==> config.mk <==
export PLATFORM = sky130hd
export DESIGN_NAME = mult16_seq_accum
export DESIGN_NICKNAME = d
export VERILOG_FILES = /design/src/rtl/mult_pkg.sv /design/src/rtl/mult16_seq_accum_mult8.sv /design/src/rtl/mult16_seq_accum.sv
export SDC_FILE = /design/constraint.sdc
export NUM_CORES = 1
export LEC_CHECK = 0
export CAP_MARGIN = 20
export CORE_ASPECT_RATIO = 0.6
export CORE_MARGIN = 3
export CORE_UTILIZATION = 30
export CTS_BUF_LIST = sky130_fd_sc_hd__clkbuf_8
export CTS_CLUSTER_SIZE = 20
export DETAILED_ROUTE_END_ITERATION = 7
export PLACE_DENSITY_LB_ADDON = 0.15
export SYNTH_ARGS = -nofsm -noshare
export SYNTH_HDL_FRONTEND = slang
export SYNTH_SLANG_ARGS = --single-unit
==> constraint.sdc <==
create_clock -name clk -period 11.2 [get_ports clk]
set_input_delay 2.24 -clock clk [delete_from_list [all_inputs] [get_ports clk]]
set_output_delay 2.24 -clock clk [all_outputs]
set_load 0.02 [all_outputs]
==> src/rtl/mult_pkg.sv <==
// Shared widths and FSM state encoding for the sequential 16x16 multiplier.
package mult_pkg;

    localparam int HALF_W = 8;
    localparam int FULL_W = 16;
    localparam int PROD_W = 32;

    typedef enum logic [2:0] {
        IDLE = 3'd0,
        PP0  = 3'd1,
        PP1  = 3'd2,
        PP2  = 3'd3,
        PP3  = 3'd4,
        DONE = 3'd5
    } state_e;

endpackage

==> src/rtl/mult16_seq_accum_mult8.sv <==
// Combinational 8x8 -> 16 unsigned multiplier core shared across the partial-product states.
module EightBitMult
    import mult_pkg::*;
(
    input  logic [HALF_W-1:0] M,
    input  logic [HALF_W-1:0] Q,
    output logic [FULL_W-1:0] c
);

    assign c = M * Q;

endmodule

==> src/rtl/mult16_seq_accum.sv <==
// Sequential 16x16 unsigned multiplier: four byte partial products through one 8x8 core,
// shifted and accumulated into a 32-bit product with valid/ready on both sides.
module mult16_seq_accum
    import mult_pkg::*;
#(
    parameter int HALF      = 8,
    parameter bit SKIP_ZERO = 1'b0
) (
    input  logic              clk,
    input  logic              rst_n,
    input  logic              in_valid,
    output logic              in_ready,
    input  logic [FULL_W-1:0] M,
    input  logic [FULL_W-1:0] Q,
    output logic              out_valid,
    input  logic              out_ready,
    output logic [PROD_W-1:0] P,
    output logic              busy
);

    if (HALF != HALF_W) begin : g_bad_half
        $error("mult16_seq_accum: HALF must be 8");
    end

    state_e              state_q, state_d;
    logic [FULL_W-1:0]   m_q, m_d;
    logic [FULL_W-1:0]   q_q, q_d;
    logic [PROD_W-1:0]   acc_q, acc_d;

    logic [HALF_W-1:0]   core_a, core_b;
    logic [FULL_W-1:0]   core_c;
    logic [PROD_W-1:0]   pp_ext;

    EightBitMult u_mult8 (
        .M (core_a),
        .Q (core_b),
        .c (core_c)
    );

    // Operands only ever come from the registered copies, never from the live ports.
    always_comb begin
        core_a = '0;
        core_b = '0;
        unique case (state_q)
            PP0: begin core_a = m_q[HALF_W-1:0];      core_b = q_q[HALF_W-1:0];      end
            PP1: begin core_a = m_q[FULL_W-1:HALF_W]; core_b = q_q[HALF_W-1:0];      end
            PP2: begin core_a = m_q[HALF_W-1:0];      core_b = q_q[FULL_W-1:HALF_W]; end
            PP3: begin core_a = m_q[FULL_W-1:HALF_W]; core_b = q_q[FULL_W-1:HALF_W]; end
            default: ;
        endcase
    end

    assign pp_ext = {{(PROD_W-FULL_W){1'b0}}, core_c};

    always_comb begin
        state_d = state_q;
        m_d     = m_q;
        q_d     = q_q;
        acc_d   = acc_q;
        unique case (state_q)
            IDLE: begin
                if (in_valid) begin
                    m_d   = M;
                    q_d   = Q;
                    acc_d = '0;
                    if (SKIP_ZERO && ((M == '0) || (Q == '0)))
                        state_d = DONE;
                    else
                        state_d = PP0;
                end
            end
            PP0: begin
                acc_d   = acc_q + pp_ext;
                state_d = PP1;
            end
            PP1: begin
                acc_d   = acc_q + (pp_ext << HALF_W);
                state_d = PP2;
            end
            PP2: begin
                acc_d   = acc_q + (pp_ext << HALF_W);
                state_d = PP3;
            end
            PP3: begin
                acc_d   = acc_q + (pp_ext << FULL_W);
                state_d = DONE;
            end
            DONE: begin
                if (out_ready)
                    state_d = IDLE;
            end
            default: state_d = IDLE;
        endcase
    end

    always_ff @(posedge clk or negedge rst_n) begin
        if (!rst_n) begin
            state_q <= IDLE;
            m_q     <= '0;
            q_q     <= '0;
            acc_q   <= '0;
        end else begin
            state_q <= state_d;
            m_q     <= m_d;
            q_q     <= q_d;
            acc_q   <= acc_d;
        end
    end

    // P is gated so a partially accumulated value is never visible.
    assign in_ready  = (state_q == IDLE);
    assign out_valid = (state_q == DONE);
    assign busy      = (state_q != IDLE);
    assign P         = (state_q == DONE) ? acc_q : '0;

endmodule

Word level (Yosys, flattened, before mapping)
Index checks and enable logic that the tools add are counted.
- word-level logic and storage cells: 34
- bits of input ports: 36
- register bits after elaboration: 67
- multiplexer cells: 8
- reductions and logical operators: 11
- equality and inequality tests: 7
- multiply operators: 1
- add/sub/neg operators: 3
- operators with widths (operator ; number):
    $pmux 32 s4 ; 1
    $mux 32 ; 2
    $add 32x16->32 ; 1
    $add 32x24->32 ; 1
    $add 32x32->32 ; 1
    $pmux 8 s2 ; 2
    $pmux 3 s6 ; 1
    $mul 8x8->16 ; 1
    $reduce_or 2->1 ; 5
    $eq 3x2->1 const B ; 2
    $eq 3x3->1 const B ; 2
    $mux 3 ; 2
    $reduce_and 2->1 ; 3
    $reduce_bool 4->1 ; 1
    $eq 3x1->1 const B ; 1
    $logic_not 3->1 ; 1
    $reduce_bool 3->1 ; 1
    $ne 2x1->1 const B ; 1
    $ne 2x2->1 const B ; 1

Depth between registers and ports, before layout
Gate-level depths: netlist (run 1).
- word-level depth: 6
- depth in mapped cells: 30
- gate-level depth less buffers: 29

Cells and area by module
From an unflattened synthesis (run 1), not the netlist that was laid out.
- cell total of the unflattened synthesis: 922
- area total of the unflattened synthesis: 8086.5 um^2
- by module, submodules not included (module ; cells an instance ; sequential area each (um^2) ; area each (um^2) ; instances):
    mult16_seq_accum ; 679 ; 1676.6 ; 5964.5 ; 1
    EightBitMult ; 243 ; 0.0 ; 2122.0 ; 1

Worst setup path after synthesis (run 1)
Ideal clock, no wire load.
- kind: reg2reg
- start: register state_q[1]
- end: register acc_q[25]
- path slack: 4.085 ns
- path buffers: 2
- required time: 11.113 ns
- arrival time: 7.028 ns
- clock period less this slack: 7.115 ns
- stages on the path, launching flop included: 30
- cell sequence: dfrtp_1 -> clkbuf_1 -> nand2b_1 -> nand2b_1 -> clkbuf_1 -> o21ai_1 -> a22oi_1 -> nor2_1 -> fa_1 -> inv_1 -> fa_1 -> inv_1 -> fa_1 -> inv_1 -> fa_1 -> inv_1 -> ha_1 -> o21a_1 -> o31a_1 -> a41o_1 -> o41ai_1 -> xnor2_1 -> ha_1 -> and3_1 -> nand3_1 -> a211oi_1 -> o21ai_1 -> a2111oi_0 -> a21oi_1 -> o211ai_1
- longest elaborated chain between the ends: 6
- elaborated cells between the ends (all ways): 20
- classes of those cells: add/sub: 3; mul: 1; eq/ne: 5; mux: 3; reduce/logical: 8
- RTL lines (what ; RTL line ; RTL):
    start, declared ; mult16_seq_accum.sv:25 ; state_e state_q, state_d;
    start signal, assigned ; mult16_seq_accum.sv:103 ; state_q <= state_d;
    $eq 3x3->1, or another cell as far along ; mult16_seq_accum.sv:44, mult16_seq_accum.sv:60 ;
    $reduce_or 2->1 (no line) ; -- ;
    $pmux 8 s2 ; mult16_seq_accum.sv:44 ; unique case (state_q)
    $mul 8x8->16 ; mult16_seq_accum_mult8.sv:10 ; assign c = M * Q;
    $add 32x32->32, or another cell as far along ; mult16_seq_accum.sv:85 ; acc_d = acc_q + (pp_ext << FULL_W);
    $pmux 32 s4 ; mult16_seq_accum.sv:60 ; unique case (state_q)
    end signal, assigned ; mult16_seq_accum.sv:101 ; acc_q <= '0;
    end signal, assigned ; mult16_seq_accum.sv:106 ; acc_q <= acc_d;
    end, declared ; mult16_seq_accum.sv:28 ; logic [PROD_W-1:0] acc_q, acc_d;
Several ways; a longest one is shown, not always the timed one.
A chain may end at the register's enable or synchronous reset.

Worst setup path after layout (run 1)
Same ends and word-level chain as after synthesis.

==> results of run 1 <==
kinds of logic after synthesis:
kind of cell / share of synthesized area
adder cells (fa/ha/maj): 0.2358
buffers and inverters: 0.05117
multiplexers: 0.05880
AO/OA/AOI/OAI: 0.2174
flip-flops: 0.2129
XOR/XNOR: 0.04862
AND/OR/NAND/NOR: 0.1753
metrics by stage:
step / instance area (um^2) / setup slack [ps] / util / instances
floorplan: 7874 / 4085 / - / 912
global placement: 8935 / 2253 / 0.3495 / 1309
detailed placement: 8935 / 2229 / 0.3495 / 1309
CTS: 9173 / 2185 / 0.3588 / 1325
global route: 9173 / 1392 / 0.3588 / 1325
finish: 9173 / 2128 / 0.3588 / 1325
cell usage in the layout (no fill, tap or decap), drive strengths merged, types with 14 or more instances in the layout:
cell / netlist / routed
nand2b: 14 / 14
fa: 39 / 39
a21oi: 59 / 59
nor2: 91 / 91
inv: 76 / 77
o21ai: 53 / 53
a22oi: 19 / 19
and2: 30 / 30
ha: 86 / 86
xnor2: 25 / 25
mux2: 34 / 34
nand3: 18 / 18
nor3: 18 / 18
dfrtp: 67 / 67
a21o: 19 / 19
xor2: 16 / 16
clkdlybuf4s50: 0 / 69
nand2: 50 / 50
or2: 16 / 16
worst paths after layout:
path	endpoint	slack, ps	from
max	acc_q[25]	2130	state_q[1]
min	m_q[12]	510	m_q[12]
max reg2reg	acc_q[25]	2130	state_q[1]
min reg2reg	m_q[12]	510	m_q[12]
max in group asynchronous	m_q[3]	8560	rst_n
min in group asynchronous	acc_q[13]	1960	rst_n
sequential cells by signal (all words and copies together), names as in the netlist:
register	count
m_q	16
q_q	16
state_q	3
acc_q	32
final cells by class:
cell class                 instances  area [um^2]
fill                            2669        16390
multi-input combinational        739         5797
sequential                        67         1677
timing repair buffer              75        735.7
tap                              352        440.4
inverter                          76        285.3
clock buffer                      12        165.2
clock inverter                     4        72.57
routing by layer:
metal,share of wire,GRT usage
met5,0,0
met2,0.35,0.2170
met4,0.0054,0.02714
met3,0.082,0.05847
met1,0.56,0.3075
==> metrics, run 1 <==
CP max FO 17; CP Capture Type flop; TritonCTS Buffers 9; RSZ-0062 raised after global routing false; drt initial violations 713; main flop type after synthesis sky130_fd_sc_hd__dfrtp_1; buffers added on ports 70; CTS tree yes; starting density of the core 0.3080; total clock sinks 67; Slew headroom 0.2803; Worst Path Class, Setup flop to flop; vertical die dimension 131.5 um; cell types with the highest counts after synthesis sky130_fd_sc_hd__nor2_1 (91), sky130_fd_sc_hd__ha_1 (86), sky130_fd_sc_hd__inv_1 (76); Levels on crit path 27; final-layout setup total negative slack 0 ps; CTS H-tree lvls 3; share of post-route cells with drive strength above 1 0.08325; x dimension of the die 215.2 um; number of warnings issued by yosys 0; cts repair resizes 0; cell at the slowest stage of the critical path sky130_fd_sc_hd__a22oi_1; cell with the most instances after synthesis sky130_fd_sc_hd__nor2_1; Slew Limit Fails 0; Boundary Pins 71; DIE AREA 28,290 um^2; delay of the slowest critical-path stage 750 ps; sequential-to-total area share from yosys stat 0.2129; Clk Tree Root Cell sky130_fd_sc_hd__clkbuf_8; gr usage total 0.1829; clock tree skew after final layout 15.22 ps; antenna-violating nets left 0; DR WL/cell 19.12 um; ranking of synthesized cells by area sky130_fd_sc_hd__dfrtp_1 (21%), sky130_fd_sc_hd__ha_1 (14%), sky130_fd_sc_hd__fa_1 (9.9%), sky130_fd_sc_hd__mux2_2 (4.7%), sky130_fd_sc_hd__nor2_1 (4.3%); vias in the first global route 6,625; Final Hold Vio Count 0; CTS max path bufs 2; Hold WC Path Type flop to flop; cell family with the largest share of critical-path delay compound AO/OA/AOI/OAI gates; Max Clk Rate 0.1102 GHz; Avg Vias per Cell 5.278; area added between synthesis and finish 16.49%; Worst EP arrival 9350 ps; count of buffering cells on the critical path with inverters included 4; worst-margin pin slew 1080 ps; average instance area after synthesis 8.634 um^2; Crit path required time 11,480 ps; share of Yosys cell area claimed by the top area cell type 0.2129; wire length of the first global-routing pass 40.37 mm; aggregate routed wire length 25.33 mm; Std-Cell Rows 45; FF+latch count, synth 67; Post-Synthesis Cells 912; post-synthesis async set-or-reset flop share 1.000; global placement routability congestion 0.8986; instance count along the most critical hold path 1; placeable core area 25,560 um^2; DRT Pass-1 Iters 5; via count 6,994; syn nets 1,073; Critical Path Start Type flop; cells on worst reg2reg path 27; number of antenna violations at the first check in global routing 0; global route overflow 0; setup bufs post-CTS 0; min cycle time layout 9072 ps; Total Nets Final 1,129; Post-CTS Hold Buffers 0; cell area after synthesis 7874 um^2; total setup violations reported at the end of the flow 0; post-detail-place hpwl 19.94 mm; Period Utilization, post-route 0.8100; # DRC 0; Clock Pin Slew Worst Setup and Hold Paths 80 ps; clock insertion delay at the later pin of the skew report 380 ps; count of different cell masters after synthesis 71; number of enable-type register cells in the synthesized netlist 0; Max Cap Viol 0; run status finished, final reports clean; worst hold slack across all endpoints 513.4 ps; cell type contributing the most total cell area after synthesis sky130_fd_sc_hd__dfrtp_1; antenna cells 0; maximum number of pins on one net before global-route repair 68
Power of run 1 is left out: the tool's default activity adds up to more than one toggle a clock period on the data nets, which glitch-free logic cannot reach.
==> run 2, diff against run 1 <==
Clock period 11.2 ns to 7.7 ns, I/O delays scaled along.
==> metrics, run 2 (same netlist as run 1, synthesis figures left out) <==
run status finished, final reports clean; area taken by flip-flops and latches 1678 um^2; aggregate routed wire length 26.19 mm; Slew headroom 0.2728; global route overflow 0; TritonCTS Buffers 9; last element of the critical path acc_q[19]; Largest register FFs 32; post-detail-place hpwl 20.58 mm; buffers added on ports 70; vias in the first global route 6,709; register-to-register path setup slack 460 ps; DR WL/cell 19.19 um; Reg-to-Reg End acc_q[19]; DIE AREA 28,290 um^2; CTS tree yes; Total Nets Final 1,170; Hold WC Path Type flop to flop; Clk Tree Root Cell sky130_fd_sc_hd__clkbuf_8; met1 usage 0.3124; met2 usage 0.2241; share of post-route cells with drive strength above 1 0.1323; starting density of the core 0.3080; CP max FO 9; x dimension of the die 215.2 um; global placement routability congestion 0.9402; Final Hold Vio Count 0; clock tree skew after final layout 14.63 ps; gr usage total 0.1869; worst-margin pin slew 1086 ps; cells on worst reg2reg path 27; drt initial violations 586; most common library cell in the layout ignoring fill and taps sky130_fd_sc_hd__nor2_1; Period Utilization, post-route 0.9408; CTS H-tree lvls 3; antenna-violating nets left 0; area added between synthesis and finish 20.96%; Avg Vias per Cell 5.237; vertical die dimension 131.5 um; biggest registers after layout acc_q x32, m_q x16, q_q x16; Boundary Pins 71; peak-usage layer in the global routing report met1; placeable core area 25,560 um^2; # DRC 0; Crit path required time 7970 ps; Max Clk Rate 0.1380 GHz; Clock Pin Slew Worst Setup and Hold Paths 80 ps; total clock sinks 67; Slew Limit Fails 0; final-layout setup total negative slack 0 ps; DRT Pass-1 Iters 5; Worst Path Class, Setup flop to flop; total setup violations reported at the end of the flow 0; clock insertion delay at the later pin of the skew report 380 ps; Max Cap Viol 0; area of the multi-input gates 5864 um^2; CTS max path bufs 2; top library cells by usage in the layout, fill and taps aside sky130_fd_sc_hd__nor2_1 (91), sky130_fd_sc_hd__ha_1 (86), sky130_fd_sc_hd__inv_1 (77), sky130_fd_sc_hd__clkdlybuf4s50_1 (69), sky130_fd_sc_hd__dfrtp_1 (66); register with the most flip-flops acc_q; # fillers 2,694; Std-Cell Rows 45; min cycle time layout 7244 ps; via count 7,149; met3 global-route usage 0.05731; first element of the critical path state_q[1]; wire length of the first global-routing pass 41.23 mm; Crit Reg-Reg Startpoint state_q[1]; CP Capture Type flop; Worst EP arrival 7510 ps; Critical Path Start Type flop; maximum number of pins on one net before global-route repair 68; antenna cells 0; number of antenna violations at the first check in global routing 0
-- run 2: worst max-delay path: stages (launching register included) --
cell	delay (ps)
sky130_fd_sc_hd__dfrtp_2	470
sky130_fd_sc_hd__nand2b_1	210
sky130_fd_sc_hd__nor2_1	280
sky130_fd_sc_hd__a21oi_1	210
sky130_fd_sc_hd__buf_4	210
sky130_fd_sc_hd__or2_2	310
sky130_fd_sc_hd__fa_1	410
sky130_fd_sc_hd__inv_1	80
sky130_fd_sc_hd__fa_1	390
sky130_fd_sc_hd__ha_1	290
sky130_fd_sc_hd__inv_1	50
sky130_fd_sc_hd__fa_1	520
sky130_fd_sc_hd__inv_1	40
sky130_fd_sc_hd__ha_1	340
sky130_fd_sc_hd__a211o_1	330
sky130_fd_sc_hd__o211ai_2	90
sky130_fd_sc_hd__or2b_1	250
sky130_fd_sc_hd__a21oi_1	180
sky130_fd_sc_hd__xnor2_1	200
sky130_fd_sc_hd__ha_1	340
sky130_fd_sc_hd__and3_1	240
sky130_fd_sc_hd__a221o_1	330
sky130_fd_sc_hd__a21oi_1	200
sky130_fd_sc_hd__nand2_1	130
sky130_fd_sc_hd__a31o_2	310
sky130_fd_sc_hd__a21boi_2	300
sky130_fd_sc_hd__o41ai_1	120
sky130_fd_sc_hd__a211o_1	280
-- run 2: per-layer routing --
metal	vias up	share of wire
li1	3467	-
met1	3453	0.55
met2	211	0.35
met3	18	0.086
met4	0	0.0091
met5	-	0
-- run 2: how the worst min path moves through the flow --
| stage | startpoint | endpoint | cells after the start |
|---|---|---|---|
| 6_report | q_q[7] | q_q[7] | 1 |
| 5_1_grt | q_q[1] | q_q[1] | 1 |
| 4_1_cts | m_q[4] | m_q[4] | 1 |
| 3_5_place_dp | m_q[4] | m_q[4] | 1 |
| 3_3_place_gp | m_q[4] | m_q[4] | 1 |
| 2_1_floorplan | acc_q[4] | acc_q[4] | 2 |
-- run 2: final cells by class --
type / instances / share of cell area
Multi-Input combinational cell: 739 / 0.6157
Clock buffer: 13 / 0.01879
Tap cell: 352 / 0.04624
Inverter: 76 / 0.02995
Clock inverter: 2 / 0.003547
Sequential cell: 67 / 0.1762
Timing Repair Buffer: 116 / 0.1096
-- run 2: metrics by stage --
step,cells,setup slack (ps),hold WS [ps],utilization,instance area [um^2]
final,1365,456.0,513.2,0.3726,9524
after global routing,1365,-3.102,534.9,0.3726,9524
after CTS,1363,35.36,514.2,0.3693,9440
after detailed placement,1348,69.53,496.5,0.3610,9228
after global placement,1348,133.0,495.6,0.3610,9228
after floorplan,912,585.5,468.9,-,7874
-- run 2: timing repair --
item | 4_1_cts | 5_1_grt
setup buffers | 0 | 2
resized for setup | 0 | 15
setup endpoints to repair | 0 | 18
hold buffers | 0 | 0
Power of run 2 is left out for the same reason.
